<file path="config.mk">
export PLATFORM = sky130hd
export DESIGN_NAME = sp_ram_arbiter
export DESIGN_NICKNAME = d
export VERILOG_FILES = /design/src/rtl/sp_ram_arbiter.sv
export SDC_FILE = /design/constraint.sdc
export NUM_CORES = 1
export LEC_CHECK = 0
export ABC_AREA = 1
export BUFFER_PORTS_ARGS = -buffer_cell sky130_fd_sc_hd__buf_4
export CORE_AREA = 8 8 96 98
export CTS_BUF_LIST = sky130_fd_sc_hd__clkbuf_4 sky130_fd_sc_hd__clkbuf_8 sky130_fd_sc_hd__clkbuf_16
export DETAILED_ROUTE_END_ITERATION = 6
export DIE_AREA = 0 0 104 106
export HOLD_SLACK_MARGIN = 0.15
export PLACE_DENSITY = 0.61
export SLEW_MARGIN = 25
export SYNTH_ARGS = -nofsm -noshare
export SYNTH_HDL_FRONTEND = slang
export SYNTH_SLANG_ARGS = --single-unit
</file>
<file path="constraint.sdc">
create_clock -name clk -period 3.1 [get_ports clk]
set_input_delay 0.62 -clock clk [delete_from_list [all_inputs] [get_ports clk]]
set_output_delay 0.62 -clock clk [all_outputs]
set_load 0.02 [all_outputs]
</file>
<file path="src/rtl/sp_ram_arbiter.sv">
// Two-master front end for one single-port RAM with a 1-cycle read latency.
// Grants one access per cycle, alternates ties round-robin and routes the response to the winner.
module sp_ram_arbiter #(
   parameter int ADDR_WIDTH = 15,
   parameter int DATA_WIDTH = 32
) (
   input  logic                    clk,
   input  logic                    rstn_i,

   input  logic                    p0_req_i,
   output logic                    p0_gnt_o,
   input  logic [ADDR_WIDTH-1:0]   p0_addr_i,
   input  logic                    p0_we_i,
   input  logic [DATA_WIDTH/8-1:0] p0_be_i,
   input  logic [DATA_WIDTH-1:0]   p0_wdata_i,
   output logic                    p0_rvalid_o,
   output logic [DATA_WIDTH-1:0]   p0_rdata_o,

   input  logic                    p1_req_i,
   output logic                    p1_gnt_o,
   input  logic [ADDR_WIDTH-1:0]   p1_addr_i,
   input  logic                    p1_we_i,
   input  logic [DATA_WIDTH/8-1:0] p1_be_i,
   input  logic [DATA_WIDTH-1:0]   p1_wdata_i,
   output logic                    p1_rvalid_o,
   output logic [DATA_WIDTH-1:0]   p1_rdata_o,

   output logic                    ram_en_o,
   output logic [ADDR_WIDTH-1:0]   ram_addr_o,
   output logic                    ram_we_o,
   output logic [DATA_WIDTH/8-1:0] ram_be_o,
   output logic [DATA_WIDTH-1:0]   ram_wdata_o,
   input  logic [DATA_WIDTH-1:0]   ram_rdata_i
);

   logic       prio_q;
   logic [1:0] rv_q;
   logic       gnt0;
   logic       gnt1;

   // Grants are forced low while reset is held so nothing reaches the RAM.
   always_comb begin
      gnt0 = 1'b0;
      gnt1 = 1'b0;
      if (rstn_i) begin
         if (p0_req_i && p1_req_i) begin
            gnt0 = ~prio_q;
            gnt1 = prio_q;
         end else begin
            gnt0 = p0_req_i;
            gnt1 = p1_req_i;
         end
      end
   end

   assign p0_gnt_o    = gnt0;
   assign p1_gnt_o    = gnt1;

   assign ram_en_o    = gnt0 | gnt1;
   assign ram_addr_o  = gnt1 ? p1_addr_i  : p0_addr_i;
   assign ram_be_o    = gnt1 ? p1_be_i    : p0_be_i;
   assign ram_wdata_o = gnt1 ? p1_wdata_i : p0_wdata_i;
   assign ram_we_o    = ram_en_o & (gnt1 ? p1_we_i : p0_we_i);

   always_ff @(posedge clk or negedge rstn_i) begin
      if (!rstn_i) begin
         prio_q <= 1'b0;
         rv_q   <= 2'b00;
      end else begin
         rv_q <= {gnt1, gnt0};
         if (gnt0) begin
            prio_q <= 1'b1;
         end else if (gnt1) begin
            prio_q <= 1'b0;
         end
      end
   end

   assign p0_rvalid_o = rv_q[0];
   assign p1_rvalid_o = rv_q[1];
   assign p0_rdata_o  = ram_rdata_i;
   assign p1_rdata_o  = ram_rdata_i;

endmodule
</file>
* Yosys cells after proc, flatten, opt, wreduce, memory -nomap -nowiden *
Cells that the tools add are included.

word-level totals
  word-level logic and storage cells = 17
  bits in registers = 3
  output and inout port bits = 121
  input bits = 140

operators by class
  bitwise logic cells = 3
  reduce and logical (&&, ||, !) cells = 2
  multiplexer cells = 10

operator list
  cell                number
  2-to-1 mux 32 bit   1
  2-to-1 mux 15 bit   1
  2-to-1 mux 1 bit    7
  2-to-1 mux 4 bit    1
  nonzero test 2 bit  1
  bitwise AND 1 bit   1
  logical AND 1 bit   1
  inverter 1 bit      1
  OR 1 bit            1

* Logic depth before layout (Yosys ltp) *
  depth after elaboration = 5
  depth in mapped cells = 6
  gate-level depth less buffers = 5

* Least setup slack after synthesis *
No wires, ideal clock.

  path kind = input to output
  start point = input rstn_i
  end point = output ram_wdata_o[23]
  data arrival time = 1.199 ns
  stages on the path = 6
  slack = 1.281 ns
  required time = 2.480 ns
  path buffers = 1
  cells stage by stage = nand2_1 > inv_4 > nand2_4 > buf_6 > nand2_1 > nand2_1

on the way
  longest elaborated chain between the ends = 2

ends and longest elaborated chain
  item               RTL line  text
  from (decl)        8         input logic rstn_i,
  2-to-1 mux 1 bit   45        if (rstn_i) begin
  2-to-1 mux 32 bit  62        assign ram_wdata_o = gnt1 ? p1_wdata_i : p0_wdata_i;
  to (decl)          32        output logic [DATA_WIDTH-1:0] ram_wdata_o,

Every way passes these cells.

* Worst setup path after layout *
  start point = input p0_req_i
  end point = output ram_addr_o[13]

on the way
  longest elaborated chain between the ends = 4

ends and longest elaborated chain
  item               RTL line  text
  from (decl)        10        input logic p0_req_i,
  logical AND 1 bit  46        if (p0_req_i && p1_req_i) begin
  2-to-1 mux 1 bit   46
  2-to-1 mux 1 bit   45
  2-to-1 mux 15 bit  60        assign ram_addr_o = gnt1 ? p1_addr_i : p0_addr_i;
  to (decl)          29        output logic [ADDR_WIDTH-1:0] ram_addr_o,

Every way passes these cells.

==> summary.md <==
| Metric | Value |
|---|---|
| Top library cells by usage in the layout, fill and taps aside | sky130_fd_sc_hd__buf_4 (165), sky130_fd_sc_hd__nand2_1 (106), sky130_fd_sc_hd__nand3_1 (53) |
| Highest clock frequency the design can meet | 431 MHz |
| Total buffers and inverters traversed by the critical path | 3 |
| Number of clock sinks | 3 |
| First-pass GRT wire length | 9.10 mm |
| Met2 capacity usage during global routing | 16.0% |
| Count of max-cap constraint violations | 0 |
| Top cell type by total area after synthesis | sky130_fd_sc_hd__buf_4 |
| Final HPWL from detailed placement | 4.62 mm |
| CTS tree | built |
| Area share of the leading cell type in the synthesized netlist | 35.0% |
| DRC violations left | 0 |
| Capture point of the critical path | ram_addr_o[13] |
| Total non-filler cell area in the finished layout | 2220 sq um |
| Length of the first detailed-routing pass in iterations | 6 |
| First element of the critical path | p0_req_i |
| Layout cells sized above 1 | 50.9% |
| Most prevalent standard cell on the critical path | sky130_fd_sc_hd__buf_4 |
| Root Buffer | sky130_fd_sc_hd__clkbuf_8 |
| Outcome | finished, final reports clean |
| Capture point of the worst reg-to-reg path | rv_q[1] |
| Yosys warnings | 0 |
| Routing layer with the top usage in global route | met2 |
| CP arrival | 1.70 ns |
| Post CTS Setup Buffer Count | 0 |
| Placed Cells incl. Taps | 441 |
| Hold violation count in the final report | 0 |
| Antenna cell count | 0 |
| TNS Setup | 0 ns |
| P_leak | 0.00136 uW |
| Worst reg2reg path depth | 4 |
| Clk_skew | 0.000510 ns |
| Die outline height | 106 microns |
| Slowest cell on the critical path | sky130_fd_sc_hd__buf_4 |
| Final worst setup slack | 0.779 ns |
| Syn-to-layout area delta | 62.1% |
| Nature of the critical path startpoint | input port |
| Total power after layout | 576 uW |
| Relative slew margins | 63.6% |
| Proportion of synthesized chip area in sequential cells | 5.47% |
| Combined area of all synthesized cells | 1370 sq um |
| Peak VDD IR | 115 uV |
| Antenna violations before repair | 0 |
| Net count, final | 481 |
| Worst setup slack for register-to-register paths | 1.88 ns |
| Post-synthesis instance total | 249 |
| Number of register bits inferred by synthesis | 3 |
| Wire length per cell | 12.9 microns |
| Average via count per standard cell | 3.96 |
| Total core area | 7850 sq um |
| Syn Area/Cell | 5.51 sq um |
| Antenna-violating nets left | 0 |
| Weighted congestion reported at the end of routability-driven placement | 0.732 |
| Synth cell types | 12 |
| Effective utilization at floorplan | 17.5% |
| Setup slack after placement | 0.754 ns |
| Buffers from clock root to sink, at most | 2 |
| Reg2reg start | prio_q |
| Leading cell type in the layout, fill and taps excluded | sky130_fd_sc_hd__buf_4 |
| Clock transition at the register clock pins on the worst setup and hold paths after CTS | 0.03 ns |
| Final WL | 5.75 mm |
| Overflow left after global routing | 0 |
| Maximum single-stage delay on the critical path | 0.45 ns |
| Quantity of hold-fixing buffers added after cts | 0 |
| Worst setup EP type | output port |
| Met3 usage | 4.23% |
| Number of pins with negative max-slew slack in the final report | 0 |
| Final min period | 2.32 ns |
| Unrepaired setup endpoints after global routing | no |
| Die area | 11,000 sq um |
| Required time reported for the critical path endpoint | 2.48 ns |
| Post-cts resize count | 0 |
| Count of cell instances traversed by the critical path | 6 |
| Die outline width | 104 microns |
| Leading cell types by total area after synthesis | sky130_fd_sc_hd__buf_4 (35%), sky130_fd_sc_hd__nand2_1 (29%), sky130_fd_sc_hd__nand3_1 (19%) |
| Clk Latency, worst-skew pair | 0.21 ns |
| Vias post-DR | 1,764 |
| Portion of the clock cycle consumed by the worst path in the final layout | 74.9% |
| Vias in the first global route | 1,824 |
| Overall Global Routing Usage | 9.50% |
| Instance area at placement | 2170 sq um |
| Number of placement rows | 33 |
| Non-filler instance count after layout | 445 |
| Post-Syn Nets | 389 |
| Number of buffers inserted by port buffering | 164 |
| Ordered list of cells on the worst path | buf_4, nand2_2, buf_4, nand3_1, nand2_1, buf_4 |
| CP delay by family, top | buffers and inverters |
| CTS Buf Count | 3 |
| Number of H-tree levels | 1 |
| Min-delay worst type | in -> async |
| Type of the worst setup path | in -> out |
| Pin slew with the least headroom to its limit | 0.546 ns |
| Met1 capacity usage during global routing | 9.71% |
| Maximum fanout encountered on the critical timing path | 52 |
| Power per unit of standard cell area | 259 nW/um^2 |
| Number of DRC markers in iteration 0 | 63 |
| Pin count of the biggest net entering global routing | 54 |
| Number of setup violations in the final report | 0 |
| Number of top-level design ports | 261 |
flip-flops by register name, indices dropped and copies added, names as in the netlist:
name    count
prio_q      1
rv_q        2
layer usage:
| layer | share of wire, % | wire, microns |
|---|---|---|
| met1 | 36 | 2080 |
| met2 | 47 | 2720 |
| met3 | 13 | 722 |
| met4 | 3.9 | 227 |
| met5 | 0 | 0 |
cell type report:
| class | count | area [sq um] |
|---|---|---|
| timing repair buffer | 166 | 1260 |
| multi-input combinational | 163 | 692 |
| inverter | 4 | 17.5 |
| tap | 105 | 131 |
| sequential | 3 | 75.1 |
| fill | 897 | 5620 |
| clock buffer | 4 | 48.8 |
logic make-up (layout without fill, tap and decap cells):
kind of cell / after synthesis / after routing / share of synthesized area (%)
buf+inv: 83 / 174 / 44.1
compound gates: 1 / 1 / 0.365
flops: 3 / 3 / 5.47
simple gates: 162 / 162 / 50.1
stage by stage:
step | util (%) | hold WS, ns
after floorplan | - | 0.324
after global placement | 27.7 | 0.422
after detailed placement | 27.7 | 0.422
after CTS | 28.3 | 0.196
after global routing | 28.3 | 0.201
final | 28.3 | 0.199
cell usage after synthesis, drive strengths merged:
library cell / instances
inv: 4
nand4: 1
o21ai: 1
nand3: 53
dfrtp: 3
buf: 79
nand2: 108
report_power, final:
part	leakage, uW	internal, uW	total, uW	switching (uW)
combinational	0.00130	198	410	212
clock	0.0000262	96.3	121	24.8
sequential	0.0000381	43.0	44.7	1.68
how the worst min path moves through the flow:
stage	endpoint	startpoint	cells past startpoint	slack (ns)
final	rv_q[1]	rstn_i	1	0.20
after global routing	prio_q	rstn_i	1	0.20
after CTS	rv_q[0]	rstn_i	1	0.20
after detailed placement	rv_q[0]	rstn_i	1	0.42
after global placement	rv_q[0]	rstn_i	1	0.42
after floorplan	prio_q	rstn_i	0	0.32
Note: power is estimated with default switching activity, not from simulation.
